### src/rtl/gpr_wb_queue.sv
`default_nettype none
// +--------------------------------------------------------------------------+
// | gpr_wb_queue : in-order write-back FIFO feeding the GPR write port, with  |
// |                read-port forwarding of pending values.                    |
// | Optional: GPR_WB_BYPASS_EN enables the rd_hit_*/rd_data_* match logic.    |
// | Rev 1.0                                                                   |
// +--------------------------------------------------------------------------+
module gpr_wb_queue #(
   parameter int DEPTH = 4,
   parameter int DW    = 32,
   parameter int AW    = 5
) (
   input  logic                     clk,
   input  logic                     reset,
   input  logic                     in_valid,
   input  logic [AW-1:0]            in_addr,
   input  logic [DW-1:0]            in_data,
   input  logic                     link_valid,
   input  logic [DW-1:0]            link_data,
   output logic                     in_ready,
   input  logic                     wr_hold,
   output logic                     RegWrite,
   output logic [AW-1:0]            writeAddr,
   output logic [DW-1:0]            writeData,
   input  logic [AW-1:0]            rd_addr_1,
   input  logic [AW-1:0]            rd_addr_2,
   output logic                     rd_hit_1,
   output logic                     rd_hit_2,
   output logic [DW-1:0]            rd_data_1,
   output logic [DW-1:0]            rd_data_2,
   output logic [$clog2(DEPTH):0]   count
);

   localparam int PW = $clog2(DEPTH);
   localparam int CW = PW + 1;
   localparam logic [AW-1:0] LINK_REG  = AW'(31);
   localparam logic [CW-1:0] READY_MAX = CW'(DEPTH - 2);

   logic [AW-1:0] q_addr [DEPTH];
   logic [DW-1:0] q_data [DEPTH];
   logic [PW-1:0] head;
   logic [PW-1:0] tail;
   logic [PW-1:0] link_slot;
   logic          accept;
   logic          prim_push;
   logic          link_push;
   logic          pop;
   logic [1:0]    pushed;
   logic          occupied;

   // A bundle needs two free slots regardless of its actual size.
   assign in_ready  = !reset || (count <= READY_MAX);
   assign accept    = in_valid && in_ready;
   assign prim_push = accept && (in_addr != '0);
   assign link_push = accept && link_valid;
   assign pushed    = {1'b0, prim_push} + {1'b0, link_push};
   assign link_slot = tail + PW'(prim_push);

   assign occupied  = reset && (count != '0);
   assign RegWrite  = occupied && !wr_hold;
   assign pop       = RegWrite;
   assign writeAddr = occupied ? q_addr[head] : '0;
   assign writeData = occupied ? q_data[head] : '0;

   always_ff @(posedge clk) begin
      if (!reset) begin
         head  <= '0;
         tail  <= '0;
         count <= '0;
      end else begin
         if (pop) begin
            head <= head + PW'(1);
         end
         tail  <= tail + PW'(pushed);
         count <= count + CW'(pushed) - CW'(pop);
      end
   end

   // Payload storage needs no reset; occupancy is tracked by the pointers.
   always_ff @(posedge clk) begin
      if (prim_push) begin
         q_addr[tail] <= in_addr;
         q_data[tail] <= in_data;
      end
      if (link_push) begin
         q_addr[link_slot] <= LINK_REG;
         q_data[link_slot] <= link_data;
      end
   end

`ifdef GPR_WB_BYPASS_EN
   // Walk oldest to youngest so the last match found is the newest value.
   always_comb begin
      logic [PW-1:0] slot;
      slot      = '0;
      rd_hit_1  = 1'b0;
      rd_hit_2  = 1'b0;
      rd_data_1 = '0;
      rd_data_2 = '0;
      for (int k = 0; k < DEPTH; k++) begin
         slot = head + PW'(k);
         if (CW'(k) < count) begin
            if ((rd_addr_1 != '0) && (q_addr[slot] == rd_addr_1)) begin
               rd_hit_1  = 1'b1;
               rd_data_1 = q_data[slot];
            end
            if ((rd_addr_2 != '0) && (q_addr[slot] == rd_addr_2)) begin
               rd_hit_2  = 1'b1;
               rd_data_2 = q_data[slot];
            end
         end
      end
      if (!reset) begin
         rd_hit_1  = 1'b0;
         rd_hit_2  = 1'b0;
         rd_data_1 = '0;
         rd_data_2 = '0;
      end
   end
`else
   logic unused_rd_addr;
   assign unused_rd_addr = ^{rd_addr_1, rd_addr_2};
   assign rd_hit_1  = 1'b0;
   assign rd_hit_2  = 1'b0;
   assign rd_data_1 = '0;
   assign rd_data_2 = '0;
`endif

endmodule
`default_nettype wire
### config.mk
export PLATFORM = sky130hd
export DESIGN_NAME = gpr_wb_queue
export DESIGN_NICKNAME = d
export VERILOG_FILES = /design/src/rtl/gpr_wb_queue.sv
export SDC_FILE = /design/constraint.sdc
export NUM_CORES = 1
export LEC_CHECK = 0
export BUFFER_PORTS_ARGS = -buffer_cell sky130_fd_sc_hd__buf_4
export CELL_PAD_IN_SITES_DETAIL_PLACEMENT = 1
export CELL_PAD_IN_SITES_GLOBAL_PLACEMENT = 1
export CORE_MARGIN = 1
export CORE_UTILIZATION = 49
export DETAILED_ROUTE_END_ITERATION = 10
export PLACE_DENSITY = 0.95
export SKIP_LAST_GASP = 1
export SLEW_MARGIN = 10
export SYNTH_ARGS = -nofsm -noshare
export SYNTH_HDL_FRONTEND = slang
export SYNTH_SLANG_ARGS = --single-unit
### constraint.sdc
create_clock -name clk -period 9.3 [get_ports clk]
set_clock_uncertainty 0.1 [all_clocks]
set_input_delay 0 -clock clk [delete_from_list [all_inputs] [get_ports clk]]
set_output_delay 0 -clock clk [all_outputs]
set_load 0.1 [all_outputs]
==> impl_metrics.yaml, run 1 <==
cells_and_area:
  n_fill_cell: 1584
  instances_no_fill: 988
  drive_above_1_share_pct: 42.63
  final_nets: 845
  area_delta_synth_final_pct: 26.85
routing:
  drt_iter0_drc: 390
  wl_met2_um: 13420
  vias_per_cell: 5.603
  ant_nets: 0
  highest_layer: "met4"
  wirelength_met1_um: 10020
  vias: 5536
  drc: 0
  wire_per_inst_um: 25.73
  wl_um: 25420
  wl_met3_um: 1412
  drtPass1Iterations: 5
clocking:
  cts_tree: "done"
  h-tree-depth: 4
  post_cts_buffers: 0
  postCtsHoldBufs: 103
  path_clk_slew_ns: 0.06
  clock_sinks: 157
  cts_resized: 0
  cts-root-buf: "clkbuf_16"
  numCtsBuffers: 17
  clock_latency_ns: 0.42
  cts_buffer_depth: 2
grt:
  grt_max_degree: 40
  grt_antenna_before_repair: 1
  grt_pass1_wl_um: 38660
  overflow: 0
  grt.total_usage_pct: 29.55
  grt_pass1_vias: 6122
synth:
  synth_top_area_cell: "edfxtp_1"
  synth_flop_cell: "edfxtp_1"
  yosys.cell_types.count: 31
  synth-seq-cells: 157
  ys_top_cells_by_count: "128 x edfxtp_1, 70 x mux2_2, 66 x buf_4"
  synth_edf_count: 128
  synthTopCellsByArea: "edfxtp_1 45%, mux2_4 10%, mux4_2 9.8%"
  synth_top_area_share_pct: 45.02
  seq_area_frac_synth_pct: 51.82
  yosysMostFrequentCell: "edfxtp_1"
  mappedNetlistArea_um2: 8538
  avgSynthCellArea_um2: 15.75
  async_flop_share_pct: 0
  synth_warnings: 0
  postSynthCellCount: 542
power_and_ir_drop:
  vdd_ir_drop_max_mv: 0.3107
  comb_power_share_pct: 44.8
  power_leakage_nw: 4.305
  seqPwrFrac_pct: 34.1
  p_int_mw: 1.782
  p_switching_mw: 1.347
  swShare_pct: 43.06
  clock_power_share_pct: 21.1
  cellPowerDensity_nw_per_um2: 288.9
floorplan:
  dieArea_um2: 17960
  dieHeight_um: 134.0
  ioPinCount: 192
  core_um2: 16820
  start_util_pct: 50.77
  die_w_um: 134.0
  rows: 47
placed_design:
  gp_congestion: 0.8007
  io_buffers: 115
  dp_cells: 852
  post-dp-hpwl_um: 12460
setup_path:
  critical_path_class: "flip-flop to flip-flop"
  critical_path_required_ns: 9.24
  cp-end-kind: "flip-flop"
  critical_path.startpoint_type: "flip-flop"
  critPathArrivalTime_ns: 4.31
  worstPathMaxFanout: 33
timing:
  worst_slew_pin_slew_ns: 1.169
  relSlewSlack_pct: 21.97
  slew_violations: 0
  fin_crit_sh_pct: 46.89
  grt_setup_unrepaired: "no"
  min_period_ns: 4.361
  setup_tns_ns: 0
  clock.fmax_ghz: 0.2293
  setup_viol: 0
  hold_violations: 0
run_status:
  outcome: "complete, no violations"
min_path:
  hp-class: "primary input to flip-flop"
flow_run:
  drv_cap: 0
==> layer usage <==
metal / GRT usage (%) / up-vias
met1: 34.96 / 2852
met4: 10.29 / 0
met3: 6.047 / 50
li1: - / 2368
met5: 0 / -
met2: 53.14 / 266
==> worst max-delay path: stages, from the launching register on <==
cell,delay [ns]
dfxtp_1,0.37
a21o_4,0.28
a21o_4,0.25
a21oi_1,0.20
ha_1,0.24
xor2_1,0.34
nand3_2,0.96
nand2_2,1.22
==> through the flow <==
stage / cell area (um2) / total power, mW / setup slack, ns / utilization [%] / hold WS, ns
2_1_floorplan: 8782 / 2.120 / 4.886 / - / 0.03975
3_3_place_gp: 9263 / 2.343 / 5.046 / 55.07 / 0.1684
3_5_place_dp: 9263 / 2.398 / 4.967 / 55.07 / 0.1701
4_1_cts: 10830 / 3.094 / 4.929 / 64.38 / 0.1324
5_1_grt: 10830 / 3.219 / 4.764 / 64.40 / 0.1670
6_report: 10830 / 3.129 / 4.939 / 64.40 / 0.1595
==> cells in the final DEF (no fill, tap or decap), types with 20 or more instances in the layout <==
cell type / count
a221o_1: 20
mux2_2: 70
mux2_4: 58
dfxtp_1: 27
dlygate4sd3_1: 103
buf_4: 119
edfxtp_1: 128
nor2b_1: 38
mux4_2: 37
conb_1: 66
==> cell type report <==
type	instances	area, um2	area share, %
sequential	157	4427	40.87
tap	220	275.3	2.542
inverter	7	26.28	0.2426
clock buffer	19	432.9	3.997
timing repair buffer	222	1924	17.77
clock inverter	13	101.3	0.9358
multi-input combinational	349	3641	33.62
antenna	1	2.502	0.02311
==> cell families after synthesis <==
logic type,after synthesis,synth area share [%]
multiplexers,165,29.19
flip-flops,157,51.82
buffers and inverters,101,8.822
AND/OR/NAND/NOR,74,4.792
AO/OA/AOI/OAI,29,3.400
XOR/XNOR,8,0.8207
adder cells (fa/ha/maj),7,1.114
other,1,0.04392
==> power by group through the flow <==
stage                     Clock, mW  Combinational [mW]  Sequential (mW)
after floorplan                   0                1.06             1.06
after global routing          0.687                1.45             1.08
after detailed placement          0                1.33             1.07
after global placement            0                1.29             1.05
after CTS                     0.646                1.39             1.06
final                         0.659                1.40             1.07
==> worst paths after layout <==
check,start,slack (ns),depth (start not counted),end
worst max-delay path,count[0]$_SDFF_PN0_,4.94,7,q_data[2][14]$_DFFE_PP_
worst min-delay path,link_valid,0.16,5,tail[0]$_SDFF_PN0_
worst max register to register,count[0]$_SDFF_PN0_,4.94,7,q_data[2][14]$_DFFE_PP_
worst min register to register,q_addr[3][4]$_SDFFE_PN1P_,0.39,1,q_addr[3][4]$_SDFFE_PN1P_
==> flip-flops by register name (all words and copies together), names as in the netlist, named ones only <==
register,cells
q_data,128
q_addr,20
count,3
head,2
tail,2
Note: power is estimated with default switching activity, not from simulation.
==> run 2: changes to the inputs <==
- CORE_UTILIZATION: 49 -> 45
- PLACE_DENSITY: 0.95 -> 0.92
- clock period: 9.3 -> 4.2 ns (I/O delays scaled with it)
==> run 2 against run 1 <==
The flow now finishes with violations (design-rule violations). Fmax increased by 11%. Wire length decreased by 11%. Global-route usage decreased by 5.4 points. Critical endpoint is now q_data[1][10]$_DFFE_PP_. Sequential power increased by 120%. Combinational power increased by 120%. Worst hold slack got worse by 0.049 ns. Clock power increased by 120%. Critical path depth increased by 2.
==> impl_metrics.yaml, run 2 (same netlist as run 1, synthesis figures left out) <==
routing:
  drc: 1
  highest_layer: "met4"
  vias: 5407
  vias_per_cell: 5.369
  wl_met2_um: 12490
  drt_iter0_drc: 224
  wl_met3_um: 1068
  wire_per_inst_um: 22.54
  wirelength_met1_um: 8641
  drtPass1Iterations: 7
  wl_um: 22700
  ant_nets: 0
grt:
  grt_pass1_vias: 6051
  grt_pass1_wl_um: 34840
  grt_antenna_before_repair: 0
  grt.total_usage_pct: 24.15
  grt_max_degree: 39
  overflow: 0
setup_path:
  worstRegToRegCells: 9
  r2r_setup_slack_ns: 0.27
  critical_path_class: "flip-flop to flip-flop"
  worstPathMaxFanout: 18
  rr_endpoint: "q_data[1][10]$_DFFE_PP_"
  rr_startpoint: "count[0]$_SDFF_PN0_"
  cp-end-kind: "flip-flop"
  critical_path_required_ns: 4.28
  critPathArrivalTime_ns: 4.01
  critical_path.startpoint_type: "flip-flop"
run_status:
  violations: "design-rule violations"
  outcome: "finished, violations left"
clocking:
  clock_latency_ns: 0.43
  h-tree-depth: 4
  path_clk_slew_ns: 0.06
  numCtsBuffers: 17
  cts_tree: "done"
  cts_buffer_depth: 2
  clock_sinks: 157
  cts-root-buf: "clkbuf_16"
placed_design:
  post-dp-hpwl_um: 12490
  io_buffers: 115
  gp_congestion: 0.7887
  pre_cts_slack_ns: 0.7164
min_path:
  hp-class: "primary input to flip-flop"
  min_from: "link_valid"
  holdPathEnd: "tail[0]$_SDFF_PN0_"
  hold_path_depth: 5
cells_and_area:
  most-common-layout-cells: "128 x edfxtp_1, 124 x buf_4, 103 x dlygate4sd3_1"
  final_common_cell: "edfxtp_1"
  drive_above_1_share_pct: 42.95
  final_util_pct: 58.54
  area_delta_synth_final_pct: 27.81
  final_nets: 851
  antenna_cells: 0
  top_regs: "q_data (128), q_addr (20), count (3)"
  largest_reg_flops: 128
  top_register: "q_data"
timing:
  worst_slew_pin_slew_ns: 1.143
  slew_violations: 0
  hold_violations: 0
  clock.fmax_ghz: 0.2542
  relSlewSlack_pct: 23.81
  setup_viol: 0
  setup_tns_ns: 0
  grt_setup_unrepaired: "no"
  fin_crit_sh_pct: 93.67
  fin_ws_ns: 0.2660
  min_period_ns: 3.934
floorplan:
  die_w_um: 139.7
  rows: 50
  ioPinCount: 192
  dieArea_um2: 19530
  dieHeight_um: 139.7
  start_util_pct: 45.80
  core_um2: 18640
flow_run:
  drv_cap: 0
power_and_ir_drop:
  power_leakage_nw: 4.325
  cellPowerDensity_nw_per_um2: 629.5
  vdd_ir_drop_max_mv: 0.3650
run 2: cell count changes in the layout (fill, tap and decap cells not counted), sizes merged:
cell and change:
buf +6, clkinv -3, clkinvlp +2, clkbuf +1, diode -1
run 2: power by group:
| part | switching [mW] | internal [mW] | leakage [nW] |
|---|---|---|---|
| combinational | 2.05 | 1.01 | 2.65 |
| sequential | 0.225 | 2.14 | 1.43 |
| clock | 0.645 | 0.807 | 0.247 |
run 2: what timing repair did:
action / in CTS / in global routing
setup buffers: 0 / 0
endpoints found under the hold margin: 157 / 0
endpoints found under the setup margin: 0 / 3
resized for setup: 0 / 1
hold buffers: 103 / 0
run 2: area by class of cell:
cell class / instances / area, um2
flip-flops and latches: 157 / 4429
fillers: 1771 / 7730
multi-input cells: 349 / 3647
repair buffers: 228 / 1982
well taps: 234 / 292.8
clock inverters: 12 / 98.84
clock buffers: 20 / 436.7
inverters: 7 / 26.28
run 2: worst max-delay path, cell delays in order (launching register included):
cell and delay [ns]:
dfxtp_1 0.37, a21o_4 0.28, a21o_4 0.25, a21oi_1 0.21
ha_1 0.25, xor2_1 0.43, or3_4 0.47, buf_4 0.38
mux2_4 0.33, dlygate4sd3_1 0.56
run 2: metrics by stage:
step	power (mW)	cell area (um2)	hold WS, ns	std cells
after floorplan	4.695	8785	0.03975	607
after global routing	7.108	10910	0.1224	1007
after detailed placement	5.324	9343	0.1838	872
after CTS	6.873	10910	0.08978	1007
after global placement	5.201	9343	0.1686	872
final	6.869	10910	0.1109	1007
run 2: layer usage:
| metal | track usage (%) | up-vias |
|---|---|---|
| li1 | - | 2387 |
| met1 | 26.39 | 2753 |
| met2 | 45.47 | 227 |
| met3 | 4.921 | 40 |
| met4 | 9.427 | 0 |
| met5 | 0 | - |
run 2: how the worst max path moves through the flow:
| stage | start | end | slack, ns | cells after the start |
|---|---|---|---|---|
| floorplan | count[2]$_SDFF_PN0_ | count[2]$_SDFF_PN0_ | 0.34 | 11 |
| global placement | count[0]$_SDFF_PN0_ | q_data[1][20]$_DFFE_PP_ | 0.93 | 8 |
| detailed placement | count[0]$_SDFF_PN0_ | q_data[1][12]$_DFFE_PP_ | 0.72 | 8 |
| CTS | count[0]$_SDFF_PN0_ | q_data[1][10]$_DFFE_PP_ | 0.19 | 9 |
| global route | count[0]$_SDFF_PN0_ | q_data[1][10]$_DFFE_PP_ | 0.18 | 9 |
| finish | count[0]$_SDFF_PN0_ | q_data[1][10]$_DFFE_PP_ | 0.27 | 9 |
==> run 3: changes to the inputs <==
- clock period: 4.2 -> 4.5 ns (I/O delays scaled with it)
==> run 3 against run 2 <==
The run now ends clean. Count of clock-buffer cells in the layout rose by 1. Critical path depth did not move. Die area did not move. Clock power barely moved. Power fell by 5.5%. Flip-flop and latch count did not move. Global-route usage barely moved. Final cell count did not move. Wire length rose by 0.96%. Largest cell class unchanged. Largest power group unchanged. Highest routed layer unchanged.
==> impl_metrics.yaml, run 3 (same netlist as run 1, synthesis figures left out) <==
setup_path:
  worstRegToRegCells: 9
  cp_num_buf_inv: 2
  slowest_delay_ns: 0.75
  critical_path_required_ns: 4.56
  worstPathMaxFanout: 21
  critical_path.startpoint_type: "flip-flop"
  cp_top_family: "buffers and inverters"
  r2r_setup_slack_ns: 0.52
  critical_path_class: "flip-flop to flip-flop"
  cpMostUsedCell: "a21o_4"
  worst_path_max_delay_cell: "or3_2"
  rr_startpoint: "count[0]$_SDFF_PN0_"
  critPathArrivalTime_ns: 4.05
  cp-end-kind: "flip-flop"
  path_cells: "a21o_4, a21o_4, a21oi_1, ha_1, xnor2_1, or3_2, buf_4, mux2_4, dlygate4sd3_1"
  rr_endpoint: "q_data[3][15]$_DFFE_PP_"
cells_and_area:
  top_register: "q_data"
  drive_above_1_share_pct: 42.82
  most-common-layout-cells: "128 x edfxtp_1, 125 x buf_4, 103 x dlygate4sd3_1"
  top_regs: "q_data (128), q_addr (20), count (3)"
  largest_reg_flops: 128
  fin_area_um2: 10940
  final_nets: 851
  final_common_cell: "edfxtp_1"
  instances_no_fill: 1007
  antenna_cells: 0
  area_delta_synth_final_pct: 28.15
  n_fill_cell: 1772
clocking:
  clock_latency_ns: 0.42
  path_clk_slew_ns: 0.06
  cts_buffer_depth: 2
  post_cts_buffers: 0
  numCtsBuffers: 17
  cts_resized: 0
  clock_sinks: 157
  cts_tree: "done"
  h-tree-depth: 4
  postCtsHoldBufs: 103
  cts-root-buf: "clkbuf_16"
grt:
  met3_usage_pct: 4.921
  grt_pass1_vias: 6104
  grt_max_degree: 40
  grt_antenna_before_repair: 0
  overflow: 0
  use_met1_pct: 27.30
  grtUsageMet2_pct: 45.61
  grt_pass1_wl_um: 34850
  grt.total_usage_pct: 24.19
  top_usage_layer: "met2"
min_path:
  hold_path_depth: 5
  hp-class: "primary input to flip-flop"
  holdPathEnd: "tail[0]$_SDFF_PN0_"
  min_from: "link_valid"
floorplan:
  core_um2: 18640
  die_w_um: 139.7
  ioPinCount: 192
  dieHeight_um: 139.7
  dieArea_um2: 19530
  rows: 50
  start_util_pct: 45.80
routing:
  wire_per_inst_um: 22.75
  wl_um: 22910
  drt_iter0_drc: 227
  drc: 0
  drtPass1Iterations: 4
  vias: 5392
  vias_per_cell: 5.355
  ant_nets: 0
power_and_ir_drop:
  power_leakage_nw: 4.359
  clock_power_share_pct: 22.4
  vdd_ir_drop_max_mv: 0.3291
  cellPowerDensity_nw_per_um2: 593.2
  swShare_pct: 41.48
  p_switching_mw: 2.693
  comb_power_share_pct: 43.7
  seqPwrFrac_pct: 33.9
  p_int_mw: 3.798
timing:
  worst_slew_pin_slew_ns: 1.132
  fin_crit_sh_pct: 88.54
  setup_viol: 0
  relSlewSlack_pct: 24.55
  grt_setup_unrepaired: "no"
  hold_violations: 0
  hold_ws_ns: 0.1501
  setup_tns_ns: 0
  slew_violations: 0
  min_period_ns: 3.984
  clock.fmax_ghz: 0.2510
placed_design:
  placed_area_um2: 9328
  io_buffers: 115
  post-dp-hpwl_um: 12530
  dp_cells: 872
  gp_congestion: 0.8058
run_status:
  outcome: "complete, no violations"
flow_run:
  drv_cap: 0
[run 3: power groups by stage]
stage / combinational (mW) / sequential (mW) / clock (mW)
after floorplan: 2.19 / 2.19 / 0
after global placement: 2.66 / 2.19 / 0
after detailed placement: 2.72 / 2.23 / 0
after CTS: 2.83 / 2.20 / 1.46
after global routing: 2.94 / 2.24 / 1.52
final: 2.83 / 2.20 / 1.45
[run 3: layer usage]
metal / wire [um] / part of all wire [%]
met4: 310 / 1.4
met3: 1019 / 4.4
met5: 0 / 0
met2: 12690 / 55
met1: 8892 / 39
[run 3: final cells by class]
type | instances | area [um2] | area share, %
clock buffer | 21 | 440.4 | 4.025
tap | 234 | 292.8 | 2.676
multi-input combinational | 349 | 3641 | 33.28
sequential | 157 | 4429 | 40.48
clock inverter | 11 | 142.6 | 1.304
inverter | 7 | 26.28 | 0.2401
timing repair buffer | 228 | 1969 | 18.00
[run 3: through the flow]
step                power (mW)  utilization [%]  setup slack [ns]
floorplan                4.381                -           0.08643
global placement         4.850            50.03             1.020
detailed placement       4.945            50.03            0.9179
CTS                      6.487            58.69            0.5381
global route             6.704            58.69            0.3989
finish                   6.491            58.69            0.5155
[run 3: worst register-to-register path: stages, from the launching register on]
cell,delay (ns)
dfxtp_1,0.37
a21o_4,0.27
a21o_4,0.25
a21oi_1,0.21
ha_1,0.27
xnor2_1,0.18
or3_2,0.75
buf_4,0.40
mux2_4,0.36
dlygate4sd3_1,0.57
[run 3: worst max-delay path by stage]
stage / slack (ns) / depth (start not counted) / from / end
floorplan: 0.09 / 11 / count[2]$_SDFF_PN0_ / count[2]$_SDFF_PN0_
global placement: 1.02 / 8 / count[0]$_SDFF_PN0_ / q_data[3][7]$_DFFE_PP_
finish: 0.52 / 9 / count[0]$_SDFF_PN0_ / q_data[3][15]$_DFFE_PP_
global route: 0.40 / 9 / count[0]$_SDFF_PN0_ / q_data[3][15]$_DFFE_PP_
detailed placement: 0.92 / 8 / count[0]$_SDFF_PN0_ / q_data[3][7]$_DFFE_PP_
CTS: 0.54 / 9 / count[0]$_SDFF_PN0_ / q_data[3][14]$_DFFE_PP_
